--- config.mk ---
export PLATFORM = sky130hd
export DESIGN_NAME = vga_scan_timing
export DESIGN_NICKNAME = d
export VERILOG_FILES = /design/src/rtl/vga_scan_timing.sv
export SDC_FILE = /design/constraint.sdc
export NUM_CORES = 1
export LEC_CHECK = 0
export ABC_AREA = 1
export BUFFER_PORTS_ARGS = -buffer_cell sky130_fd_sc_hd__buf_4
export CAP_MARGIN = 40
export CORE_MARGIN = 4
export CORE_UTILIZATION = 56
export CTS_CLUSTER_DIAMETER = 150
export DETAILED_ROUTE_END_ITERATION = 7
export PLACE_DENSITY_LB_ADDON = 0.3
export SETUP_SLACK_MARGIN = 0.4
export SYNTH_ARGS = -nofsm -noshare
export SYNTH_HDL_FRONTEND = slang
export SYNTH_SLANG_ARGS = --single-unit
--- constraint.sdc ---
create_clock -name i_Clk -period 2.7 [get_ports i_Clk]
set_input_delay 0.675 -clock i_Clk [delete_from_list [all_inputs] [get_ports i_Clk]]
set_output_delay 0.675 -clock i_Clk [all_outputs]
set_load 0.02 [all_outputs]
--- src/rtl/vga_scan_timing.sv ---
// ---------------------------------------------------------------------------
// vga_scan_timing
//   Free-running 640x480 VGA raster generator feeding the tile/sprite
//   renderer. Outputs in a given cycle describe the raster position (h,v)
//   held by the counters in that same cycle.
//
// Ports:
//   i_Clk           pixel clock (25 MHz)
//   i_Rst_n         asynchronous active-low reset
//   o_VGA_HSync     hsync, active low, delayed PIPE_DELAY clocks
//   o_VGA_VSync     vsync, active low, delayed PIPE_DELAY clocks
//   o_active_dly    visible-area flag, delayed PIPE_DELAY clocks
//   o_active        visible-area flag, aligned with the coordinates
//   o_pix_x/o_pix_y visible coordinates (0 outside the visible span)
//   o_cell_x/y      32-px tile cell index (pixel >> TILE_SHIFT)
//   o_tile_px/py    offset inside the tile (low TILE_SHIFT bits)
//   o_line_start    1-clk pulse at h=0 on every line
//   o_frame_start   1-clk pulse at h=0,v=0
//   o_vblank_start  1-clk pulse at h=0 of the first line after the display
//   o_frame_count   frames since reset, wraps 255->0
// ---------------------------------------------------------------------------
module vga_scan_timing #(
    parameter int unsigned H_SYNC     = 92,
    parameter int unsigned H_BP       = 50,
    parameter int unsigned H_DISP     = 640,
    parameter int unsigned H_FP       = 18,
    parameter int unsigned V_SYNC     = 2,
    parameter int unsigned V_BP       = 33,
    parameter int unsigned V_DISP     = 480,
    parameter int unsigned V_FP       = 10,
    parameter int unsigned TILE_SHIFT = 5,
    parameter int unsigned PIPE_DELAY = 2
) (
    input  logic       i_Clk,
    input  logic       i_Rst_n,
    output logic       o_VGA_HSync,
    output logic       o_VGA_VSync,
    output logic       o_active_dly,
    output logic       o_active,
    output logic [9:0] o_pix_x,
    output logic [9:0] o_pix_y,
    output logic [4:0] o_cell_x,
    output logic [4:0] o_cell_y,
    output logic [4:0] o_tile_px,
    output logic [4:0] o_tile_py,
    output logic       o_line_start,
    output logic       o_frame_start,
    output logic       o_vblank_start,
    output logic [7:0] o_frame_count
);

    localparam int unsigned H_LINE  = H_SYNC + H_BP + H_DISP + H_FP;
    localparam int unsigned V_FRAME = V_SYNC + V_BP + V_DISP + V_FP;

    localparam logic [9:0] H_LAST     = 10'(H_LINE - 1);
    localparam logic [9:0] V_LAST     = 10'(V_FRAME - 1);
    localparam logic [9:0] H_SYNC_END = 10'(H_SYNC);
    localparam logic [9:0] V_SYNC_END = 10'(V_SYNC);
    localparam logic [9:0] H_ACT_LO   = 10'(H_SYNC + H_BP);
    localparam logic [9:0] H_ACT_HI   = 10'(H_SYNC + H_BP + H_DISP);
    localparam logic [9:0] V_ACT_LO   = 10'(V_SYNC + V_BP);
    localparam logic [9:0] V_ACT_HI   = 10'(V_SYNC + V_BP + V_DISP);
    localparam logic [9:0] TILE_MASK  = 10'((1 << TILE_SHIFT) - 1);

    // {hsync, vsync, active} idle value used for reset of every stage
    localparam logic [2:0] DLY_IDLE = 3'b110;

    logic [9:0] r_h;
    logic [9:0] r_v;
    logic [2:0] r_dly [PIPE_DELAY+1];

    logic [9:0] w_h_nxt;
    logic [9:0] w_v_nxt;
    logic       w_act_h;
    logic       w_act_v;
    logic [9:0] w_pix_x;
    logic [9:0] w_pix_y;
    logic       w_line_start;
    logic       w_frame_start;
    logic       w_vblank_start;
    logic [2:0] w_raw;

    // All outputs are decoded from the next counter state and registered,
    // so they line up with the counter values without extra latency.
    always_comb begin
        w_h_nxt = (r_h == H_LAST) ? '0 : r_h + 10'd1;
        w_v_nxt = r_v;
        if (r_h == H_LAST) begin
            w_v_nxt = (r_v == V_LAST) ? '0 : r_v + 10'd1;
        end

        w_act_h = (w_h_nxt >= H_ACT_LO) && (w_h_nxt < H_ACT_HI);
        w_act_v = (w_v_nxt >= V_ACT_LO) && (w_v_nxt < V_ACT_HI);

        // Each coordinate is gated by its own axis only
        w_pix_x = w_act_h ? w_h_nxt - H_ACT_LO : '0;
        w_pix_y = w_act_v ? w_v_nxt - V_ACT_LO : '0;

        w_line_start   = (w_h_nxt == '0);
        w_frame_start  = w_line_start && (w_v_nxt == '0);
        w_vblank_start = w_line_start && (w_v_nxt == V_ACT_HI);

        w_raw = {!(w_h_nxt < H_SYNC_END), !(w_v_nxt < V_SYNC_END), w_act_h && w_act_v};
    end

    always_ff @(posedge i_Clk or negedge i_Rst_n) begin
        if (!i_Rst_n) begin
            r_h            <= H_LAST;
            r_v            <= V_LAST;
            o_active       <= 1'b0;
            o_pix_x        <= '0;
            o_pix_y        <= '0;
            o_cell_x       <= '0;
            o_cell_y       <= '0;
            o_tile_px      <= '0;
            o_tile_py      <= '0;
            o_line_start   <= 1'b0;
            o_frame_start  <= 1'b0;
            o_vblank_start <= 1'b0;
            o_frame_count  <= '0;
        end else begin
            r_h            <= w_h_nxt;
            r_v            <= w_v_nxt;
            o_active       <= w_act_h && w_act_v;
            o_pix_x        <= w_pix_x;
            o_pix_y        <= w_pix_y;
            o_cell_x       <= 5'(w_pix_x >> TILE_SHIFT);
            o_cell_y       <= 5'(w_pix_y >> TILE_SHIFT);
            o_tile_px      <= 5'(w_pix_x & TILE_MASK);
            o_tile_py      <= 5'(w_pix_y & TILE_MASK);
            o_line_start   <= w_line_start;
            o_frame_start  <= w_frame_start;
            o_vblank_start <= w_vblank_start;
            if (w_frame_start) begin
                o_frame_count <= o_frame_count + 8'd1;
            end
        end
    end

    // Stage 0 holds the undelayed registered sync/active; stage N is N clocks later
    always_ff @(posedge i_Clk or negedge i_Rst_n) begin
        if (!i_Rst_n) begin
            for (int unsigned i = 0; i <= PIPE_DELAY; i++) begin
                r_dly[i] <= DLY_IDLE;
            end
        end else begin
            r_dly[0] <= w_raw;
            for (int unsigned i = PIPE_DELAY; i > 0; i--) begin
                r_dly[i] <= r_dly[i-1];
            end
        end
    end

    assign o_VGA_HSync  = r_dly[PIPE_DELAY][2];
    assign o_VGA_VSync  = r_dly[PIPE_DELAY][1];
    assign o_active_dly = r_dly[PIPE_DELAY][0];

endmodule

## Word level (Yosys, flattened, before mapping)

Cells that the tools add are included.

- Bits in latches: 0
- Output and inout port bits: 55
- ROM bits: 0
- Register bits: 81
- Memories: 0
- RAM bits: 0
- Word-level logic and storage cells: 44
- Bits of input ports: 2

- Multiplexer cells: 5
- Divide/modulo/power cells: 0
- $lt $le $gt $ge: 6
- Equality and inequality tests: 3
- Multipliers: 0
- Reduce and logical (&&, ||, !) cells: 9
- Shifts and indexed selects: 0
- Bitwise gates (word level): 0
- $add $sub $neg: 5

Operators with widths:

| kind | count |
|---|---|
| two-way mux 10 bit | 5 |
| == test 10 bit (second input constant) | 3 |
| adder 10 x 1 -> 10 bit (second input constant) | 2 |
| logical NOT 10 bit | 2 |
| < comparator 10 bit (second input constant) | 2 |
| >= comparator 10 x 6 -> 1 bit (second input constant) | 1 |
| >= comparator 10 x 8 -> 1 bit (second input constant) | 1 |
| < comparator 10 x 2 -> 1 bit (second input constant) | 1 |
| < comparator 10 x 7 -> 1 bit (second input constant) | 1 |
| subtractor 10 x 6 -> 10 bit (second input constant) | 1 |
| subtractor 10 x 8 -> 10 bit (second input constant) | 1 |
| adder 8 x 1 -> 8 bit (second input constant) | 1 |
| logical AND 1 bit | 5 |
| logical NOT 1 bit | 2 |

## Depth between registers and ports, before layout

Gate-level depths: netlist of the first run.

- Depth in word-level cells: 6
- Gate-level depth with buffers: 16
- Depth with buffers taken out: 16

## Worst setup path after synthesis of the first run

No wires, ideal clock.

- Path type: register -> register
- Start point: register r_h[0]
- End point: register o_cell_y[2]
- Stages on the path, launching flop included: 16
- Arrival: 2.231 ns
- Data required time: 2.628 ns
- Library setup time: 0.072 ns
- Path slack: 0.398 ns
- Path through: dfstp_2 ha_1 nand4_2 nor2_4 buf_6 nand2_1 o21ai_2 ha_1 inv_1 nand2_2 nor2_1 nor2_1 nor2_1 nor2_2 nand2_1 nor2_1

- Longest elaborated chain between the ends: 5

Ends and longest elaborated chain:

| item | RTL line | text |
|---|---|---|
| from (decl) | 68 | `logic [9:0] r_h;` |
| from (signal assigned) | 122 | `r_h <= w_h_nxt;` |
| == test 10 bit * | 88 | `if (r_h == H_LAST) begin` |
| two-way mux 10 bit * | 88 |  |
| named net w_v_nxt[0] | 73 | `logic [9:0] w_v_nxt;` |
| >= comparator 10 x 6 -> 1 bit or < comparator 10 bit (tied branches) | 93 | `w_act_v = (w_v_nxt >= V_ACT_LO) && (w_v_nxt < V_ACT_HI);` |
| logical AND 1 bit | 93 |  |
| two-way mux 10 bit * | 97 | `w_pix_y = w_act_v ? w_v_nxt - V_ACT_LO : '0;` |
| named net w_pix_y[7] | 77 | `logic [9:0] w_pix_y;` |
| to (signal assigned) | 128 | `o_cell_y <= 5'(w_pix_y >> TILE_SHIFT);` |
| to (decl) | 43 | `output logic [4:0] o_cell_y,` |

Mark *: on every way through the listed nets, which the timed path passes. The rest lies on a longest branch.
A chain may end at the register's enable or synchronous reset.

## Worst setup path in the final report of the first run

- Start point: register r_h[1]
- End point: register o_tile_py[2]

- Longest elaborated chain between the ends: 5

Ends and longest elaborated chain:

| item | RTL line | text |
|---|---|---|
| == test 10 bit * | 88 |  |
| two-way mux 10 bit * | 88 |  |
| >= comparator 10 x 6 -> 1 bit or < comparator 10 bit (tied branches) | 93 |  |
| logical AND 1 bit | 93 |  |
| two-way mux 10 bit * | 97 |  |
| named net w_pix_y[2] | 77 |  |
| to (signal assigned) | 130 | `o_tile_py <= 5'(w_pix_y & TILE_MASK);` |
| to (decl) | 45 | `output logic [4:0] o_tile_py,` |

Marks and branches as above.

==> flow_summary.rst, run 1 <==
.. list-table::
   :header-rows: 1

   * - Metric
     - Value
   * - Critical Path Start Type
     - flip-flop
   * - Wire length of the first global-routing pass
     - 11.3 mm
   * - H-tree depth reported by CTS
     - 3
   * - Estimated wirelength of the detail-placed design
     - 4.78 mm
   * - Most instantiated flip-flop cell in the synthesis netlist
     - sky130_fd_sc_hd__dfrtp_1
   * - WP data required
     - 2.95 ns
   * - Arrival time at the worst endpoint
     - 2.49 ns
   * - Ratio of cells with drive above 1 in the final layout
     - 40.0%
   * - Distinct cell type count after synthesis
     - 34
   * - Die extent in x
     - 83.7 um
   * - Peak supply drop
     - 0.251 mV
   * - Endpoints failing hold
     - 0
   * - Max Clock Skew
     - 0.0129 ns
   * - Share of the synthesized area in the top cell type
     - 34.3%
   * - Vias per inst
     - 5.17
   * - Total clock buffers created by CTS
     - 9
   * - Endpoint type of the worst setup path
     - flip-flop
   * - Initial cell density of the core
     - 57.9%
   * - Commonest cells post-synth
     - sky130_fd_sc_hd__nand2_1, sky130_fd_sc_hd__dfrtp_1, sky130_fd_sc_hd__inv_1, sky130_fd_sc_hd__nor2_1, sky130_fd_sc_hd__nand3_1
   * - Area leader, netlist
     - sky130_fd_sc_hd__dfrtp_1
   * - Critical path buffer and inverter count
     - 3
   * - Final critical delay including setup and external delays
     - 2.24 ns
   * - Final period utilization
     - 83.0%
   * - Max-slew violation count
     - 0
   * - Antenna diode count
     - 0
   * - Start-to-end type of the worst setup path
     - flip-flop to flip-flop
   * - Power density over the cells
     - 419 nW/um^2
   * - Portion of the post-synthesis area used by sequential elements
     - 47.4%
   * - Buffers added on ports
     - 56
   * - Synthesized cell area
     - 3210 um^2
   * - Cell with the largest stage delay on the worst path
     - sky130_fd_sc_hd__dfstp_2
   * - Number of nets at the end of the flow
     - 448
   * - Per-instance average area after synthesis
     - 8.63 um^2
   * - Clock slew at reported path FFs
     - 0.07 ns
   * - Detail-routed net length per standard cell
     - 13.8 um
   * - Via count of the routed design
     - 2664
   * - Run status
     - finished clean
   * - Top cells by area, synth
     - sky130_fd_sc_hd__dfrtp_1, sky130_fd_sc_hd__dfstp_2, sky130_fd_sc_hd__nand2_1
   * - RSZ-0062 raised after global routing
     - yes
   * - Async S/R FF share, synth
     - 100%
   * - EDFF count, synth
     - 0
   * - Post-synthesis sequential element count
     - 60
   * - Max Clock Freq
     - 0.446 GHz
   * - Worst-skew pair later-pin latency
     - 0.34 ns
   * - Largest net degree at the start of global routing
     - 61
   * - Most used standard cell by instance count after synthesis
     - sky130_fd_sc_hd__nand2_1
   * - Placeable Area
     - 5540 um^2
   * - Critical-path cell list
     - ha_4 > nand4_4 > nor2_4 > buf_6 > buf_4 > nand2_1 > nand2_1 > nand2_2 > nand2_2 > nor2_4 > nand2_1 > inv_1 > nand2_2 > nand3_4 > a21oi_1
   * - Max-Slew Margin vs Limit
     - 52.8%
   * - Post-route antenna net violation count
     - 0
   * - Delay of the slowest cell on the worst path
     - 0.56 ns
   * - Overall power after layout
     - 1.72 mW
   * - Tot GR Track Use
     - 20.0%
   * - Clock tree from TritonCTS
     - built
   * - Height of the die
     - 83.7 um
   * - Top-Level Pins
     - 57
   * - Number of search-and-repair iterations in the first detailed-routing pass
     - 4
   * - Post-Synthesis Net Count
     - 382
   * - Type of the tightest min-delay check
     - flip-flop to flip-flop
   * - CP delay by family, top
     - simple AND/OR/NAND/NOR gates
   * - Vias in the first global route
     - 2517
   * - Clock tree sinks
     - 60
   * - Count of max-cap constraint violations
     - 0
   * - Die ar.
     - 7010 um^2
   * - Wirelength, routed
     - 7.12 mm
   * - Cell Rows
     - 27
   * - # hold bufs at CTS
     - 0
   * - Post-route DRC
     - 0
   * - Area overhead of the layout relative to synthesis
     - 27.4%
   * - Accumulated negative setup slack
     - 0 ns
   * - Iteration-0 DRC count of the detailed router
     - 125
   * - Leak pwr
     - 2.17 nW
   * - Root Driver
     - sky130_fd_sc_hd__clkbuf_8
   * - Buffer levels on the longest clock path
     - 2
   * - # setup viols final
     - 0
   * - Cell count after synthesis
     - 372
   * - Antenna violations before repair
     - 0
   * - Total grt overflow
     - 0
   * - Biggest fanout along the worst timing path
     - 8
   * - Measured slew at the worst slew-check pin
     - 0.708 ns
   * - Number of warning messages in the yosys log
     - 0
   * - Placer Congestion
     - 0.878
   * - Number of fill cells
     - 389
layout make-up:
type	instances	area, um^2	share of cell area (%)
clock buffers	11	141	3.46
clock inverters	5	52.6	1.28
inverters	47	184	4.50
multi-input cells	244	1520	37.2
flip-flops and latches	60	1520	37.2
well taps	72	90.1	2.20
repair buffers	76	578	14.1
repair_timing:
action	in CTS	in global routing
pin swaps	3	21
resized for setup	7	39
setup buffers	5	14
cloned	0	1
setup endpoints to repair	31	31
routing by layer:
metal / part of all wire, % / GRT usage, % / up-vias
li1: - / - / 1289
met1: 41 / 25.1 / 1257
met2: 50 / 31.4 / 99
met3: 7.2 / 8.09 / 19
met4: 1.8 / 7.02 / 0
met5: 0 / 0 / -
per-stage QoR:
stage | setup WS [ns] | hold slack [ns] | utilization (%) | instance area (um^2) | cells
floorplan | 0.412 | 0.331 | - | 3210 | 372
global placement | 0.255 | 0.332 | 64.3 | 3560 | 479
detailed placement | 0.214 | 0.346 | 64.3 | 3560 | 479
CTS | 0.399 | 0.350 | 69.0 | 3820 | 500
global route | 0.276 | 0.357 | 73.8 | 4090 | 515
finish | 0.459 | 0.348 | 73.8 | 4090 | 515
layout by cell type (no fill, tap or decap), drive strengths merged, types with 3 or more instances in the layout:
master    n
dfrtp    44
nand3    27
nand4    10
xor2      7
nor2     49
clkbuf   11
buf      76
xnor2     7
clkinv    3
dfstp    16
a21oi     7
inv      47
o21ai    12
nand2   108
ha        8
power breakdown:
group          internal (mW)  switching [mW]
Sequential             0.900               0
Combinational       0.000914          0.0157
Clock                  0.446           0.352
cells by family after synthesis:
logic type / share of synthesized area (%)
AND/OR/NAND/NOR: 30.0
buffers and inverters: 10.9
flip-flops: 47.4
AO/OA/AOI/OAI: 4.80
XOR/XNOR: 3.82
adder cells (fa/ha/maj): 3.12
worst paths after layout:
kind | startpoint | end | slack (ns) | depth (start not counted)
worst max register to register | r_h[1] | o_tile_py[2] | 0.46 | 15
min in group asynchronous | i_Rst_n | r_v[4] | 0.38 | 1
worst min register to register | r_dly[3] | o_active_dly | 0.35 | 0
worst max-delay path | r_h[1] | o_tile_py[2] | 0.46 | 15
worst min-delay path | r_dly[3] | o_active_dly | 0.35 | 0
max in group asynchronous | i_Rst_n | o_tile_py[1] | 1.84 | 1
flip-flops by register name, indices dropped and copies added (netlist names):
| signal | count |
|---|---|
| o_pix_y | 1 |
| o_tile_px | 4 |
| o_VGA_HSync | 1 |
| o_pix_x | 1 |
| o_active_dly | 1 |
| o_line_start | 1 |
| o_cell_y | 5 |
| r_h | 10 |
| o_frame_count | 8 |
| o_vblank_start | 1 |
| o_frame_start | 1 |
| o_cell_x | 5 |
| o_tile_py | 4 |
| r_dly | 6 |
| r_v | 10 |
| o_VGA_VSync | 1 |
worst register-to-register path, cell delays in order, from the launching register on:
cell	delay (ns)
sky130_fd_sc_hd__dfstp_2	0.56
sky130_fd_sc_hd__ha_4	0.18
sky130_fd_sc_hd__nand4_4	0.11
sky130_fd_sc_hd__nor2_4	0.17
sky130_fd_sc_hd__buf_6	0.15
sky130_fd_sc_hd__buf_4	0.11
sky130_fd_sc_hd__nand2_1	0.04
sky130_fd_sc_hd__nand2_1	0.07
sky130_fd_sc_hd__nand2_2	0.08
sky130_fd_sc_hd__nand2_2	0.09
sky130_fd_sc_hd__nor2_4	0.06
sky130_fd_sc_hd__nand2_1	0.09
sky130_fd_sc_hd__inv_1	0.08
sky130_fd_sc_hd__nand2_2	0.09
sky130_fd_sc_hd__nand3_4	0.11
sky130_fd_sc_hd__a21oi_1	0.17
No activity file was read; power rests on OpenSTA's default activity.
==> inputs of run 2 (changes only) <==
Settings changed: CORE_UTILIZATION 56 to 50.
Clock period 2.7 ns to 2.05 ns, I/O delays scaled along.
==> flow_summary.rst, run 2 (synthesized netlist as in run 1, its figures left out) <==
.. list-table::
   :header-rows: 1

   * - Metric
     - Value
   * - Endpoints failing hold
     - 0
   * - Largest registers
     - r_h x10, r_v x10, o_frame_count x8
   * - Net Sw Power
     - 0.513 mW
   * - Via count of the routed design
     - 2933
   * - Vias per inst
     - 5.09
   * - Most common library cell in the layout ignoring fill and taps
     - sky130_fd_sc_hd__buf_4
   * - Total grt overflow
     - 0
   * - Delay of the slowest cell on the worst path
     - 0.58 ns
   * - Peak supply drop
     - 0.555 mV
   * - Buffers added on ports
     - 56
   * - Antenna violations before repair
     - 0
   * - Clock tree from TritonCTS
     - built
   * - Critical Path Start Type
     - flip-flop
   * - Critical Path End
     - o_cell_x[0]
   * - Cell Rows
     - 28
   * - RSZ-0062 raised after global routing
     - yes
   * - Reg-to-reg endpoint
     - o_cell_x[0]
   * - Cell with the largest stage delay on the worst path
     - sky130_fd_sc_hd__dfstp_2
   * - Total clock buffers created by CTS
     - 9
   * - Accumulated negative setup slack
     - -4.35 ns
   * - Switching share of power
     - 21.2%
   * - Initial cell density of the core
     - 53.0%
   * - Root Driver
     - sky130_fd_sc_hd__clkbuf_8
   * - Cell total after placement
     - 541
   * - Count of max-cap constraint violations
     - 0
   * - Height of the die
     - 88.1 um
   * - Top-Level Pins
     - 57
   * - Endpoint type of the worst setup path
     - flip-flop
   * - H-tree depth reported by CTS
     - 3
   * - Sequential standard cell area
     - 1520 um^2
   * - Type of the tightest min-delay check
     - input port to async pin
   * - Die extent in x
     - 88.1 um
   * - Worst-skew pair later-pin latency
     - 0.35 ns
   * - Number of fill cells
     - 333
   * - Violated checks
     - setup timing
   * - Run status
     - finished, violations left
   * - Wire length of the first global-routing pass
     - 13.4 mm
   * - Ratio of cells with drive above 1 in the final layout
     - 55.3%
   * - Biggest fanout along the worst timing path
     - 7
   * - Start-to-end type of the worst setup path
     - flip-flop to flip-flop
   * - Buffer levels on the longest clock path
     - 2
   * - Clock slew at reported path FFs
     - 0.07 ns
   * - Reg2reg start
     - r_h[4]
   * - Power density over the cells
     - 507 nW/um^2
   * - Post-route DRC
     - 0
   * - Startpoint of the most critical setup path
     - r_h[4]
   * - Minimum setup slack among reg-to-reg paths
     - -0.20 ns
   * - Post-route antenna net violation count
     - 0
   * - Hold Slack
     - 0.124 ns
   * - Clock tree sinks
     - 60
   * - Layout Cells excl Fill
     - 576
   * - Arrival time at the worst endpoint
     - 2.52 ns
   * - # setup viols final
     - 31
   * - Measured slew at the worst slew-check pin
     - 0.474 ns
   * - Number of nets at the end of the flow
     - 506
   * - # hold bufs at CTS
     - 0
   * - WP data required
     - 2.32 ns
   * - Critical-path cell list
     - nand2_1 > buf_4 > nor2_2 > nand4_1 > o21bai_1 > nand2_2 > nand2_4 > inv_2 > nand3_2 > nand2_2 > buf_6 > nor2_1
   * - Largest net degree at the start of global routing
     - 35
   * - Cell type with the highest occurrence count on the critical path
     - sky130_fd_sc_hd__nand2_2
   * - Top library cells by usage in the layout, fill and taps aside
     - sky130_fd_sc_hd__buf_4, sky130_fd_sc_hd__nand2_1, sky130_fd_sc_hd__dfrtp_1
   * - Final critical delay including setup and external delays
     - 2.25 ns
   * - Cell depth of the worst flop-to-flop path
     - 12
   * - Part of the total power dissipated in sequential elements
     - 48.9%
   * - Placeable Area
     - 6060 um^2
   * - Comb power frac
     - 1.2%
   * - Post-route setup slack
     - -0.202 ns
   * - Max Clock Freq
     - 0.444 GHz
   * - Tot GR Track Use
     - 22.5%
   * - Int Power
     - 1.91 mW
   * - Die ar.
     - 7760 um^2
   * - Area overhead of the layout relative to synthesis
     - 49.0%
   * - Antenna diode count
     - 0
   * - Total area of multi-input combinational cells
     - 1690 um^2
   * - Detail-routed net length per standard cell
     - 15.5 um
   * - Max Clock Skew
     - 0.00915 ns
   * - Iteration-0 DRC count of the detailed router
     - 146
   * - Number of search-and-repair iterations in the first detailed-routing pass
     - 4
   * - Part of the power in the clock network
     - 49.9%
   * - Max-slew violation count
     - 0
   * - Vias in the first global route
     - 2865
   * - Setup slack at placement
     - -0.173 ns
   * - Max-Slew Margin vs Limit
     - 68.4%
   * - Final period utilization
     - 110%
   * - Estimated wirelength of the detail-placed design
     - 5.50 mm
   * - Wirelength, routed
     - 8.91 mm
   * - Leak pwr
     - 2.42 nW
   * - Placer Congestion
     - 0.898
   * - Share of the core filled with cells in the final layout
     - 78.9%
==> run 2: per-layer routing <==
layer  track usage, %  part of all wire, %
met5                0                    0
met1             27.9                   40
met2             38.6                   53
met3             4.33                  5.0
met4             9.20                  1.7
==> run 2: final cells by class <==
class                   instances  area share, %
clock buffers                  12           3.04
clock inverters                 4           1.54
inverters                      47           4.11
multi-input cells             244           35.3
flip-flops and latches         60           31.8
well taps                      75           1.96
repair buffers                134           22.2
==> run 2: how the worst min path moves through the flow <==
stage | from | end | slack [ns]
2_1_floorplan | i_Rst_n | o_active_dly | 0.22
3_3_place_gp | r_dly[3] | o_active_dly | 0.34
3_5_place_dp | r_dly[3] | o_active_dly | 0.34
4_1_cts | i_Rst_n | o_cell_y[2] | 0.13
5_1_grt | i_Rst_n | o_cell_y[4] | 0.15
6_report | i_Rst_n | r_h[7] | 0.12
==> run 2: power groups by stage <==
| stage | logic (mW) | registers, mW | clock network (mW) |
|---|---|---|---|
| 6_report | 0.0283 | 1.19 | 1.21 |
| 5_1_grt | 0.0335 | 1.18 | 1.28 |
| 4_1_cts | 0.0303 | 1.19 | 1.20 |
| 3_5_place_dp | 0.0303 | 1.21 | 0 |
| 3_3_place_gp | 0.0295 | 1.21 | 0 |
| 2_1_floorplan | 0.000000932 | 1.21 | 0 |
==> run 2: per-stage QoR <==
| stage | power, mW | instance area, um^2 |
|---|---|---|
| after floorplan | 1.21 | 3290 |
| after global placement | 1.24 | 4110 |
| after detailed placement | 1.24 | 4110 |
| after CTS | 2.42 | 4510 |
| after global routing | 2.49 | 4780 |
| final | 2.42 | 4780 |
==> run 2: critical path: cells and delay by family, from the launching register on <==
| family | cells | cell delay (ns) |
|---|---|---|
| AND/OR/NAND/NOR | 8 | 0.97 |
| flip-flops | 1 | 0.58 |
| buffers and inverters | 3 | 0.36 |
| AO/OA/AOI/OAI | 1 | 0.27 |
==> run 2: what timing repair did <==
item / 4_1_cts / 5_1_grt
endpoints found under the setup margin: 38 / 45
resized for setup: 40 / 49
buffers inserted: 6 / 12
endpoints found under the hold margin: 0 / 0
gates cloned: 1 / 0
pin swaps: 25 / 30
